File: src/rtl/tqvp_mac_seq.sv
// tqvp_mac_seq: 16x16 signed multiply-accumulate peripheral for the TinyQV bus.
// A shift-add unit computes the product magnitude over 16 cycles. The signed
// result is then added into a 32-bit accumulator, with optional saturation.
module tqvp_mac_seq (
    input  logic        clk,
    input  logic        rst,
    input  logic [7:0]  ui_in,
    output logic [7:0]  uo_out,
    input  logic [5:0]  address,
    input  logic [31:0] data_in,
    input  logic [1:0]  data_write_n,
    input  logic [1:0]  data_read_n,
    output logic [31:0] data_out,
    output logic        data_ready,
    output logic        user_interrupt
);

    typedef enum logic [1:0] {StIdle, StMul, StAcc} state_e;

    state_e      state_q, state_d;
    logic [15:0] a_q, b_q;
    logic [31:0] acc_q;
    logic [15:0] count_q;
    logic        sat_en_q, irq_en_q, done_q, ovf_q;
    logic [15:0] mag_a_q, mag_b_q;
    logic        sign_q;
    logic [31:0] prod_q;
    logic [3:0]  step_q;

    logic        busy, wr_en, wr_a, wr_b, wr_ctrl, wr_acc;
    logic [31:0] wmask;
    logic        clear_req, start_go, done_w1c, ovf_w1c, acc_done;
    logic [31:0] prod_s, acc_res;
    logic [32:0] sum;
    logic        sum_ovf;
    logic        unused;

    assign unused = ^ui_in;

    assign busy    = (state_q != StIdle);
    assign wr_en   = (data_write_n != 2'b11);
    assign wr_a    = wr_en && (address == 6'h00);
    assign wr_b    = wr_en && (address == 6'h04);
    assign wr_ctrl = wr_en && (address == 6'h08);
    assign wr_acc  = wr_en && (address == 6'h0C);

    // Byte-lane mask for partial-width writes
    always_comb begin
        wmask = 32'hFFFF_FFFF;
        unique case (data_write_n)
            2'b00:   wmask = 32'h0000_00FF;
            2'b01:   wmask = 32'h0000_FFFF;
            default: wmask = 32'hFFFF_FFFF;
        endcase
    end

    // Clear beats start when both arrive in one write
    assign clear_req = wr_ctrl && data_in[1];
    assign start_go  = wr_ctrl && data_in[0] && !data_in[1] && !busy;
    assign done_w1c  = wr_ctrl && wmask[9] && data_in[9];
    assign ovf_w1c   = wr_ctrl && wmask[10] && data_in[10];
    assign acc_done  = (state_q == StAcc) && !clear_req;

    // Signed accumulate with overflow detection on the 33-bit sum
    always_comb begin
        prod_s  = sign_q ? (~prod_q + 32'd1) : prod_q;
        sum     = {acc_q[31], acc_q} + {prod_s[31], prod_s};
        sum_ovf = sum[32] ^ sum[31];
        acc_res = sum[31:0];
        if (sum_ovf && sat_en_q) begin
            acc_res = sum[32] ? 32'h8000_0000 : 32'h7FFF_FFFF;
        end
    end

    // Next-state logic; clear aborts from any state
    always_comb begin
        state_d = state_q;
        unique case (state_q)
            StIdle:  if (start_go) state_d = StMul;
            StMul:   if (step_q == 4'd15) state_d = StAcc;
            StAcc:   state_d = StIdle;
            default: state_d = StIdle;
        endcase
        if (clear_req) begin
            state_d = StIdle;
        end
    end

    // State register
    always_ff @(posedge clk or posedge rst) begin
        if (rst) begin
            state_q <= StIdle;
        end else begin
            state_q <= state_d;
        end
    end

    // Operand, control and multiplier datapath registers
    always_ff @(posedge clk or posedge rst) begin
        if (rst) begin
            a_q      <= '0;
            b_q      <= '0;
            sat_en_q <= 1'b0;
            irq_en_q <= 1'b0;
            mag_a_q  <= '0;
            mag_b_q  <= '0;
            sign_q   <= 1'b0;
            prod_q   <= '0;
            step_q   <= '0;
        end else begin
            if (wr_a && !busy) begin
                a_q <= (a_q & ~wmask[15:0]) | (data_in[15:0] & wmask[15:0]);
            end
            if (wr_b && !busy) begin
                b_q <= (b_q & ~wmask[15:0]) | (data_in[15:0] & wmask[15:0]);
            end
            if (wr_ctrl) begin
                sat_en_q <= data_in[2];
                irq_en_q <= data_in[3];
            end
            if (start_go) begin
                mag_a_q <= a_q[15] ? (~a_q + 16'd1) : a_q;
                mag_b_q <= b_q[15] ? (~b_q + 16'd1) : b_q;
                sign_q  <= a_q[15] ^ b_q[15];
                prod_q  <= '0;
                step_q  <= '0;
            end else if (state_q == StMul) begin
                if (mag_b_q[step_q]) begin
                    prod_q <= prod_q + ({16'd0, mag_a_q} << step_q);
                end
                step_q <= step_q + 4'd1;
            end
        end
    end

    // Accumulator, completion counter and sticky status flags
    always_ff @(posedge clk or posedge rst) begin
        if (rst) begin
            acc_q   <= '0;
            count_q <= '0;
            done_q  <= 1'b0;
            ovf_q   <= 1'b0;
        end else if (clear_req) begin
            acc_q   <= '0;
            count_q <= '0;
            done_q  <= 1'b0;
            ovf_q   <= 1'b0;
        end else begin
            if (acc_done) begin
                acc_q   <= acc_res;
                count_q <= count_q + 16'd1;
            end else if (wr_acc && !busy) begin
                acc_q <= (acc_q & ~wmask) | (data_in & wmask);
            end
            // Completion set wins over a same-cycle W1C
            if (acc_done) begin
                done_q <= 1'b1;
            end else if (done_w1c) begin
                done_q <= 1'b0;
            end
            if (acc_done && sum_ovf) begin
                ovf_q <= 1'b1;
            end else if (ovf_w1c) begin
                ovf_q <= 1'b0;
            end
        end
    end

    // Combinational read mux; ACC and COUNT stall while an operation is in flight
    always_comb begin
        data_out = 32'd0;
        case (address)
            6'h00:   data_out = {16'd0, a_q};
            6'h04:   data_out = {16'd0, b_q};
            6'h08:   data_out = {21'd0, ovf_q, done_q, busy, 4'd0, irq_en_q, sat_en_q, 2'd0};
            6'h0C:   data_out = acc_q;
            6'h10:   data_out = {16'd0, count_q};
            default: data_out = 32'd0;
        endcase
        data_ready = !(busy && (data_read_n != 2'b11) &&
                       ((address == 6'h0C) || (address == 6'h10)));
    end

    assign uo_out         = {busy, done_q, ovf_q, count_q[4:0]};
    assign user_interrupt = done_q & irq_en_q;

endmodule

File: config.mk
export PLATFORM = sky130hd
export DESIGN_NAME = tqvp_mac_seq
export DESIGN_NICKNAME = d
export VERILOG_FILES = /design/src/rtl/tqvp_mac_seq.sv
export SDC_FILE = /design/constraint.sdc
export NUM_CORES = 1
export LEC_CHECK = 0
export ABC_AREA = 0
export CELL_PAD_IN_SITES_DETAIL_PLACEMENT = 1
export CELL_PAD_IN_SITES_GLOBAL_PLACEMENT = 1
export CORE_AREA = 2 2 186 143
export DETAILED_ROUTE_END_ITERATION = 10
export DIE_AREA = 0 0 188 145
export PLACE_DENSITY_LB_ADDON = 0.1
export SYNTH_ARGS = -nofsm -noshare
export SYNTH_HDL_FRONTEND = slang
export SYNTH_SLANG_ARGS = --single-unit
File: constraint.sdc
create_clock -name clk -period 8.47 [get_ports clk]
set_input_delay 1.694 -clock clk [delete_from_list [all_inputs] [get_ports clk]]
set_output_delay 1.694 -clock clk [all_outputs]
set_load 0.02 [all_outputs]
==> results.yml, run 1 <==
final_layout:
  drive_gt1_frac: 0.0787
  diodes: 0
  syn_to_final_growth_pct: 13.4
  fin_nets: 1611
  final_cells: 1843
  finish.instance_area_um2: 14000
sta:
  rsz0062_at_grt: "no"
  fin_skew_ns: 0.0147
  period_minus_slack_ns: 6.36
  hold_viol: 0
  setup_viol: 0
  finalCritPeriodShare: 0.751
  max_slew_margin: 0.192
  tns_ns: 0
  worstMarginPinSlew_ns: 1.21
  slew_viol_final: 0
  max_clock_freq_mhz: 157
yosys:
  postSynth.asyncResetShare: 1.00
  synth_nets: 1576
  syn-mean-instance-area_um2: 8.46
  ys_ff_latch: 155
  ys_warn_count: 0
  syn-cell-area_um2: 12300
  yosys.area.top_type: "dfrtp_1"
  synth_top_area_frac: 0.315
  synthCells: 1453
  synth_seq_area_share: 0.315
  ys_types: 70
  synth_edf_count: 0
  synth_ff_type: "dfrtp_1"
  synthTopCellsByArea: "dfrtp_1 (32%), ha_1 (7.0%), o21ai_0 (5.9%)"
detailed_routing:
  ant_nets: 0
  vias: 11517
  drt_iter0_markers: 961
  vias_per_cell: 6.25
  wl_met1_um: 20000
  wl_met2_um: 18400
  drc_errors: 0
  highest-signal-layer: "met4"
  totalWireLength_um: 41200
  wl_per_cell_um: 22.4
  dr.pass1.iters: 6
  met3WireLength_um: 2410
power:
  power_mw: 4.59
  p_leak_nw: 6.07
  ir_drop_mv: 0.177
  power_density_nw_per_um2: 329
critical_path:
  path_max_fanout: 14
  ff2ff_path_depth: 17
  worstPathArrival_ns: 6.69
  cp.required_ns: 8.80
  worst-path-stages: 17
  crit_path_frequent_cell: "or4_1"
  crit_type: "reg -> reg"
  start_kind: "register"
  crit_buf_inv: 1
  max_stage_delay_ns: 0.64
  cp-end-kind: "register"
  cp_top_family: "simple AND/OR/NAND/NOR gates"
  crit_slowest_cell: "xor2_2"
  worstPathCellList: "or2_1 -> or4_1 -> nor2_1 -> nand3_1 -> or4_1 -> or3_1 -> o41a_1 -> a21oi_1 -> xnor2_1 -> ha_1 -> nand3_1 -> or4_1 -> o31ai_1 -> xor2_2 -> buf_4 -> nand2_1 -> a221oi_1"
clocking:
  insertion_delay_ns: 0.45
  htreeDepth: 4
  cts_buffers: 17
  cts.clk_slew.worst_paths_ns: 0.07
  cts_root_buf: "clkbuf_16"
  tritoncts: "built"
  cts.sinks: 155
  hold_buffers: 0
  post_cts_resized: 0
  clock_path_buffers: 2
  post_cts_buffers: 0
placement:
  dp_cells: 1813
  place.port_buffers: 85
  hpwlAfterDp_um: 30400
  placed_area_um2: 13400
  gp_congestion: 0.910
global_route:
  grt_start_max_net_pins: 94
  grt_pass1_vias: 11652
  grt-ovfl-total: 0
  antenna_found_initial: 1
  grt_pass1_wl_um: 65500
  groute.usage.overall: 0.303
min_path:
  hold_class: "reg -> reg"
  holdPathStages: 2
floorplanning:
  core_area_um2: 25500
  fp.dieH_um: 145
  die-width_um: 188
  die_area_um2: 27300
  start_util: 0.483
  rows: 51
  io-pin-count: 94
status:
  status: "complete, no violations"
job:
  maxCapViolCount: 0
[cells in the final DEF (no fill, tap or decap), types with 11 or more instances in the layout]
cell	count
a222oi_1	16
ha_1	69
a22oi_1	31
nand3_1	52
buf_4	12
dfrtp_1	155
and3_1	14
a21oi_1	110
clkbuf_16	17
xor2_1	56
mux2_2	41
o211ai_1	12
nor2_1	88
mux2i_1	20
nand4_1	11
o21ai_0	145
xnor2_1	66
o31ai_1	18
o21bai_1	11
nand2_1	164
inv_1	35
a211oi_1	12
nand2b_1	19
a21o_1	22
nor3_1	15
and2_1	29
nor2b_1	13
or3_1	15
clkdlybuf4s50_1	85
[per-layer routing]
| metal | up-vias | track usage |
|---|---|---|
| li1 | 5368 | - |
| met1 | 5809 | 0.449 |
| met2 | 301 | 0.469 |
| met3 | 39 | 0.0539 |
| met4 | 0 | 0.0492 |
| met5 | - | 0 |
[synthesized netlist by cell type (all sizes together), types with 7 or more instances]
cell / instances
a21oi: 110
nand3: 52
nor2: 88
nand2b: 20
ha: 69
and3: 14
or4: 12
mux2: 41
inv: 36
xnor2: 66
nand4: 12
or2: 9
dfrtp: 155
xor2: 57
and2: 33
mux2i: 20
mux4: 7
clkbuf: 66
nand2: 164
o211ai: 12
o31ai: 18
o21ai: 149
a222oi: 16
or3: 16
o41ai: 11
a31oi: 9
nor2b: 13
a22oi: 31
o21a: 7
o21bai: 11
nor3: 16
nor4: 7
a211oi: 12
a21o: 22
buf: 15
[final timing paths]
| kind | start | to | slack [ns] |
|---|---|---|---|
| setup / recovery | prod_q[0] | acc_q[4] | 2.11 |
| hold / removal | mag_b_q[7] | mag_b_q[7] | 0.48 |
| setup reg to reg | prod_q[0] | acc_q[4] | 2.11 |
| hold reg to reg | mag_b_q[7] | mag_b_q[7] | 0.48 |
| max in group asynchronous | rst | prod_q[6] | 5.28 |
| min in group asynchronous | rst | b_q[2] | 1.80 |
[power by group]
part	total (mW)	switching [mW]	internal, mW
sequential	1.14	0.257	0.879
combinational	2.64	1.55	1.09
clock	0.816	0.338	0.478
[metrics by stage]
| step | hold slack (ns) | util | worst slack, ns |
|---|---|---|---|
| final | 0.475 | 0.548 | 2.11 |
| after global routing | 0.512 | 0.548 | 1.80 |
| after CTS | 0.482 | 0.548 | 2.12 |
| after detailed placement | 0.467 | 0.524 | 2.14 |
| after global placement | 0.462 | 0.524 | 2.24 |
| after floorplan | 0.445 | - | 2.60 |
[cells by family after synthesis]
family          Yosys count  synth area share
fa+ha+maj                71            0.0735
compound gates          445             0.227
simple gates            474             0.191
xor+xnor                123            0.0876
mux                      68            0.0666
flops                   155             0.315
buf+inv                 117            0.0389
[worst register-to-register path, cell delays in order (launching register included)]
cell and delay, ns:
dfrtp_1 0.48, or2_1 0.27, or4_1 0.46, nor2_1 0.16
nand3_1 0.13, or4_1 0.49, or3_1 0.35, o41a_1 0.39
a21oi_1 0.18, xnor2_1 0.16, ha_1 0.43, nand3_1 0.13
or4_1 0.55, o31ai_1 0.55, xor2_2 0.64, buf_4 0.33
nand2_1 0.22, a221oi_1 0.35
[final cells by class]
cell class,count,area [um2]
clock inverters,10,143
repair buffers,97,941
well taps,344,430
fillers,3022,11500
inverters,36,140
multi-input cells,1181,7960
flip-flops and latches,155,3880
clock buffers,20,457
Power figures use the tool's default switching activity.
==> run 2, diff against run 1 <==
--- a/config.mk
+++ b/config.mk
@@ -8,9 +8,9 @@
 export ABC_AREA = 0
 export CELL_PAD_IN_SITES_DETAIL_PLACEMENT = 1
 export CELL_PAD_IN_SITES_GLOBAL_PLACEMENT = 1
-export CORE_AREA = 2 2 186 143
+export CORE_AREA = 2 2 203 155
 export DETAILED_ROUTE_END_ITERATION = 10
-export DIE_AREA = 0 0 188 145
+export DIE_AREA = 0 0 205 157
 export PLACE_DENSITY_LB_ADDON = 0.1
 export SYNTH_ARGS = -nofsm -noshare
 export SYNTH_HDL_FRONTEND = slang
==> constraint.sdc (replaced) <==
create_clock -name clk -period 5.4 [get_ports clk]
set_input_delay 1.08 -clock clk [delete_from_list [all_inputs] [get_ports clk]]
set_output_delay 1.08 -clock clk [all_outputs]
set_load 0.02 [all_outputs]
==> results.yml, run 2 (synthesized netlist as in run 1, its figures left out) <==
status:
  status: "complete, no violations"
critical_path:
  regToRegSetupSlack_ns: 0.17
  cp.required_ns: 5.77
  ff2ff_path_depth: 18
  crit_type: "reg -> reg"
  cp-end-kind: "register"
  start_kind: "register"
  path_max_fanout: 4
  r2r_start: "prod_q[1]"
  worstPathArrival_ns: 5.60
  r2r-end: "acc_q[6]"
min_path:
  hold_class: "reg -> reg"
  holdCritStartpoint: "mag_b_q[5]"
  hold_end: "mag_b_q[5]"
  holdPathStages: 2
global_route:
  grt_use_met1: 0.402
  grt_pass1_vias: 11153
  grt-ovfl-total: 0
  gr-max-usage-layer: "met1"
  groute.usage.overall: 0.266
  antenna_found_initial: 0
  grt_start_max_net_pins: 78
  grt_use_met3: 0.0433
  use_met2: 0.400
  grt_pass1_wl_um: 65400
floorplanning:
  die-width_um: 205
  core_area_um2: 30000
  die_area_um2: 32200
  fp.dieH_um: 157
  start_util: 0.410
  rows: 55
  io-pin-count: 94
final_layout:
  final-seq-area_um2: 3880
  syn_to_final_growth_pct: 17.2
  finish.instance_area_um2: 14400
  mostFrequentLayoutCells: "nand2_1 (164), dfrtp_1 (154), o21ai_0 (144)"
  diodes: 0
  fin_nets: 1643
  fillers: 3530
  layout_commonest_cell: "nand2_1"
  multi_input_area_um2: 8070
  final_cells: 1931
  drive_gt1_frac: 0.110
clocking:
  insertion_delay_ns: 0.46
  cts_root_buf: "clkbuf_16"
  hold_buffers: 0
  htreeDepth: 4
  tritoncts: "built"
  clock_path_buffers: 2
  cts.clk_slew.worst_paths_ns: 0.07
  cts.sinks: 155
  cts_buffers: 17
power:
  switching_share: 0.465
  power_density_nw_per_um2: 512
  power_mw: 7.39
  p_seq_frac: 0.243
  comb_power_share: 0.577
  switchingPower_mw: 3.43
  p_leak_nw: 6.25
  p_int_mw: 3.95
  power_frac_clock: 0.180
  ir_drop_mv: 0.247
sta:
  finalCritPeriodShare: 0.968
  hold_viol: 0
  period_minus_slack_ns: 5.23
  holdWs_ns: 0.482
  setup_viol: 0
  worstMarginPinSlew_ns: 1.04
  max_clock_freq_mhz: 191
  max_slew_margin: 0.300
  fin_skew_ns: 0.0114
  slew_viol_final: 0
detailed_routing:
  vias_per_cell: 5.93
  drc_errors: 0
  vias: 11459
  wl_per_cell_um: 22.0
  drt_iter0_markers: 820
  totalWireLength_um: 42400
  dr.pass1.iters: 6
  ant_nets: 0
job:
  maxCapViolCount: 0
placement:
  place.port_buffers: 85
  placed_area_um2: 13600
  gp_congestion: 0.875
  dp_cells: 1893
  hpwlAfterDp_um: 32300
[run 2: cell count changes in the layout (fill, tap and decap cells not counted), moves of 2 or more]
cell        previous run  this run
clkinvlp_4             1         3
nor2_1                88        84
ha_1                  69        67
or4_1                 10         7
nor2_2                 0         3
a21oi_2                0         2
buf_4                 12        40
or4_4                  2         5
buf_6                  0         3
clkbuf_8               2         0
ha_4                   0         2
inv_6                  2         4
a21oi_1              110       108
[run 2: metal layers]
metal,up-vias,part of all wire
li1,5425,-
met1,5790,0.52
met2,217,0.43
met3,27,0.042
met4,0,0.0082
met5,-,0
[run 2: worst max path at each step]
stage,start,endpoint,slack [ns]
3_3_place_gp,prod_q[1],acc_q[6],0.16
6_report,prod_q[1],acc_q[6],0.17
4_1_cts,prod_q[1],acc_q[26],0.03
5_1_grt,prod_q[1],acc_q[0],-0.02
3_5_place_dp,prod_q[1],acc_q[5],0.08
2_1_floorplan,rst,asynchronous set/reset pin,0.14
[run 2: area by class of cell]
type	count	area share
multi-input combinational	1181	0.560
sequential	155	0.269
timing repair buffer	129	0.0836
tap	399	0.0346
clock buffer	18	0.0298
clock inverter	13	0.0133
inverter	36	0.00972
[run 2: repair_timing]
action | CTS | global route
resized for setup | 0 | 27
setup buffers | 0 | 7
setup endpoints to repair | 0 | 33
[run 2: metrics by stage]
stage	TNS (ns)	worst slack, ns	utilization
CTS	0	0.0257	0.474
floorplan	0	0.142	-
global placement	0	0.162	0.454
finish	0	0.171	0.480
detailed placement	0	0.0802	0.454
global route	-0.0696	-0.0248	0.480
[run 2: critical path: stages (launching register included)]
cell	delay (ns)
dfrtp_1	0.41
or2_1	0.23
or4_4	0.45
nor2_4	0.12
nand3_2	0.10
or4_4	0.46
or3_4	0.34
o41a_1	0.48
a21oi_2	0.19
xnor2_2	0.10
ha_1	0.31
nand3_1	0.09
or4_4	0.51
o211ai_1	0.20
nor2_1	0.06
a22o_1	0.23
a211o_1	0.37
or3b_1	0.39
o211ai_1	0.10
[run 2: power by group through the flow]
stage | sequential, mW | clock, mW | combinational [mW]
final | 1.80 | 1.33 | 4.26
after global placement | 1.79 | 0 | 4.05
after floorplan | 1.58 | 0 | 3.16
after CTS | 1.78 | 1.35 | 4.17
after detailed placement | 1.80 | 0 | 4.12
after global routing | 1.83 | 1.39 | 4.71
==> run 3, diff against run 2 <==
--- a/config.mk
+++ b/config.mk
@@ -8,9 +8,9 @@
 export ABC_AREA = 0
 export CELL_PAD_IN_SITES_DETAIL_PLACEMENT = 1
 export CELL_PAD_IN_SITES_GLOBAL_PLACEMENT = 1
-export CORE_AREA = 2 2 203 155
+export CORE_AREA = 2 2 211 150
 export DETAILED_ROUTE_END_ITERATION = 10
-export DIE_AREA = 0 0 205 157
+export DIE_AREA = 0 0 213 152
 export PLACE_DENSITY_LB_ADDON = 0.1
 export SYNTH_ARGS = -nofsm -noshare
 export SYNTH_HDL_FRONTEND = slang
==> constraint.sdc (replaced) <==
create_clock -name clk -period 5.4 [get_ports clk]
set_input_delay 1.62 -clock clk [delete_from_list [all_inputs] [get_ports clk]]
set_output_delay 1.62 -clock clk [all_outputs]
set_load 0.02 [all_outputs]
==> results.yml, run 3 (synthesized netlist as in run 1, its figures left out) <==
status:
  status: "complete, no violations"
sta:
  setup_viol: 0
  slew_viol_final: 0
  hold_viol: 0
  max_clock_freq_mhz: 190
  worstMarginPinSlew_ns: 1.17
  holdWs_ns: 0.485
  setup_ws_ns: 0.126
  fin_skew_ns: 0.0122
  period_minus_slack_ns: 5.27
  tns_ns: 0
  max_slew_margin: 0.222
  finalCritPeriodShare: 0.977
detailed_routing:
  dr.pass1.iters: 5
  vias_per_cell: 5.88
  totalWireLength_um: 43600
  vias: 11566
  wl_per_cell_um: 22.2
  drt_iter0_markers: 909
  drc_errors: 0
  ant_nets: 0
final_layout:
  fin_nets: 1655
  mostFrequentLayoutCells: "nand2_1 (161), dfrtp_1 (155), o21ai_0 (140)"
  syn_to_final_growth_pct: 19.2
  finish.instance_area_um2: 14700
  drive_gt1_frac: 0.126
  layout_commonest_cell: "nand2_1"
critical_path:
  path_max_fanout: 7
  max_stage_delay_ns: 0.56
  crit_slowest_cell: "or4_4"
  crit_type: "reg -> reg"
  r2r_start: "prod_q[1]"
  crit_buf_inv: 1
  cp_top_family: "simple AND/OR/NAND/NOR gates"
  critPathLaunch: "prod_q[1]"
  crit_path_frequent_cell: "or4_4"
  cp-end-kind: "register"
  worstPathCellList: "or2_1 -> or4_4 -> nor2_4 -> nand3_2 -> or4_4 -> or3_4 -> o41a_1 -> buf_4 -> xor2_2 -> ha_1 -> nand2_2 -> or4_4 -> o211ai_1 -> nor2_1 -> a22o_1 -> a211o_4 -> or3b_4 -> o211ai_1"
  start_kind: "register"
  worstPathArrival_ns: 5.65
  cp.required_ns: 5.78
clocking:
  htreeDepth: 4
  cts_buffers: 17
  hold_buffers: 0
  cts_root_buf: "clkbuf_16"
  cts.sinks: 155
  cts.clk_slew.worst_paths_ns: 0.07
  clock_path_buffers: 2
  insertion_delay_ns: 0.46
  tritoncts: "built"
power:
  power_density_nw_per_um2: 519
  ir_drop_mv: 0.277
  power_mw: 7.61
  p_leak_nw: 6.62
floorplanning:
  fp.dieH_um: 152
  die-width_um: 213
  core_area_um2: 30600
  io-pin-count: 94
  die_area_um2: 32400
  rows: 54
  start_util: 0.402
global_route:
  groute.usage.overall: 0.271
  grt-ovfl-total: 0
  grt_pass1_wl_um: 67600
  grt_pass1_vias: 11476
  antenna_found_initial: 0
  grt_start_max_net_pins: 76
job:
  maxCapViolCount: 0
placement:
  placed_area_um2: 13700
  gp_congestion: 0.883
  hpwlAfterDp_um: 33200
  dp_slack_ns: -0.0805
  place.port_buffers: 85
min_path:
  hold_class: "reg -> reg"
  holdCritStartpoint: "mag_b_q[7]"
==> run 3: final timing paths <==
path	to	slack, ns	cells after the start
hold / removal	mag_b_q[7]	0.49	2
setup reg to reg	acc_q[28]	0.13	18
hold reg to reg	mag_b_q[7]	0.49	2
max in group asynchronous	count_q[13]	2.74	3
min in group asynchronous	mag_a_q[6]	1.63	2
setup / recovery	acc_q[28]	0.13	18
==> run 3: per-layer routing <==
metal  up-vias  track usage  part of all wire  wire (um)
met5         -            0                 0          0
met4         0       0.0539             0.010        437
met3        33       0.0581             0.059       2570
met2       247        0.382              0.42      18300
met1      5824        0.422              0.51      22300
li1       5462            -                 -          -
==> run 3: tightest hold or removal path: cells and delay by family (launching register included) <==
kind	cells	cell delay, ns
AOI/OAI and AO/OA	1	0.06
DFF	1	0.34
and+or+nand+nor	1	0.04
==> run 3: what timing repair did <==
| action | in CTS | in global routing |
|---|---|---|
| resized for setup | 3 | 57 |
| buffers inserted | 0 | 8 |
| pin swaps | 0 | 9 |
| setup endpoints to repair | 14 | 48 |
| gates cloned | 0 | 2 |
==> run 3: stage by stage <==
| step | instances | utilization |
|---|---|---|
| final | 1966 | 0.479 |
| after global routing | 1965 | 0.479 |
| after CTS | 1955 | 0.469 |
| after detailed placement | 1923 | 0.449 |
| after global placement | 1923 | 0.449 |
| after floorplan | 1453 | - |
==> run 3: cell type report <==
class | count | area (um2)
repair buffers | 141 | 1350
fillers | 3598 | 16000
clock buffers | 20 | 457
flip-flops and latches | 155 | 3880
diodes | 1 | 2.50
well taps | 420 | 526
clock inverters | 12 | 159
inverters | 36 | 139
multi-input cells | 1181 | 8140
==> run 3: power breakdown <==
| group | switching, mW | leakage (nW) | internal, mW | total [mW] |
|---|---|---|---|---|
| clock | 0.559 | 0.298 | 0.757 | 1.32 |
| sequential | 0.451 | 1.91 | 1.38 | 1.83 |
| combinational | 2.56 | 4.41 | 1.90 | 4.47 |
| total | 3.57 | 6.62 | 4.04 | 7.61 |
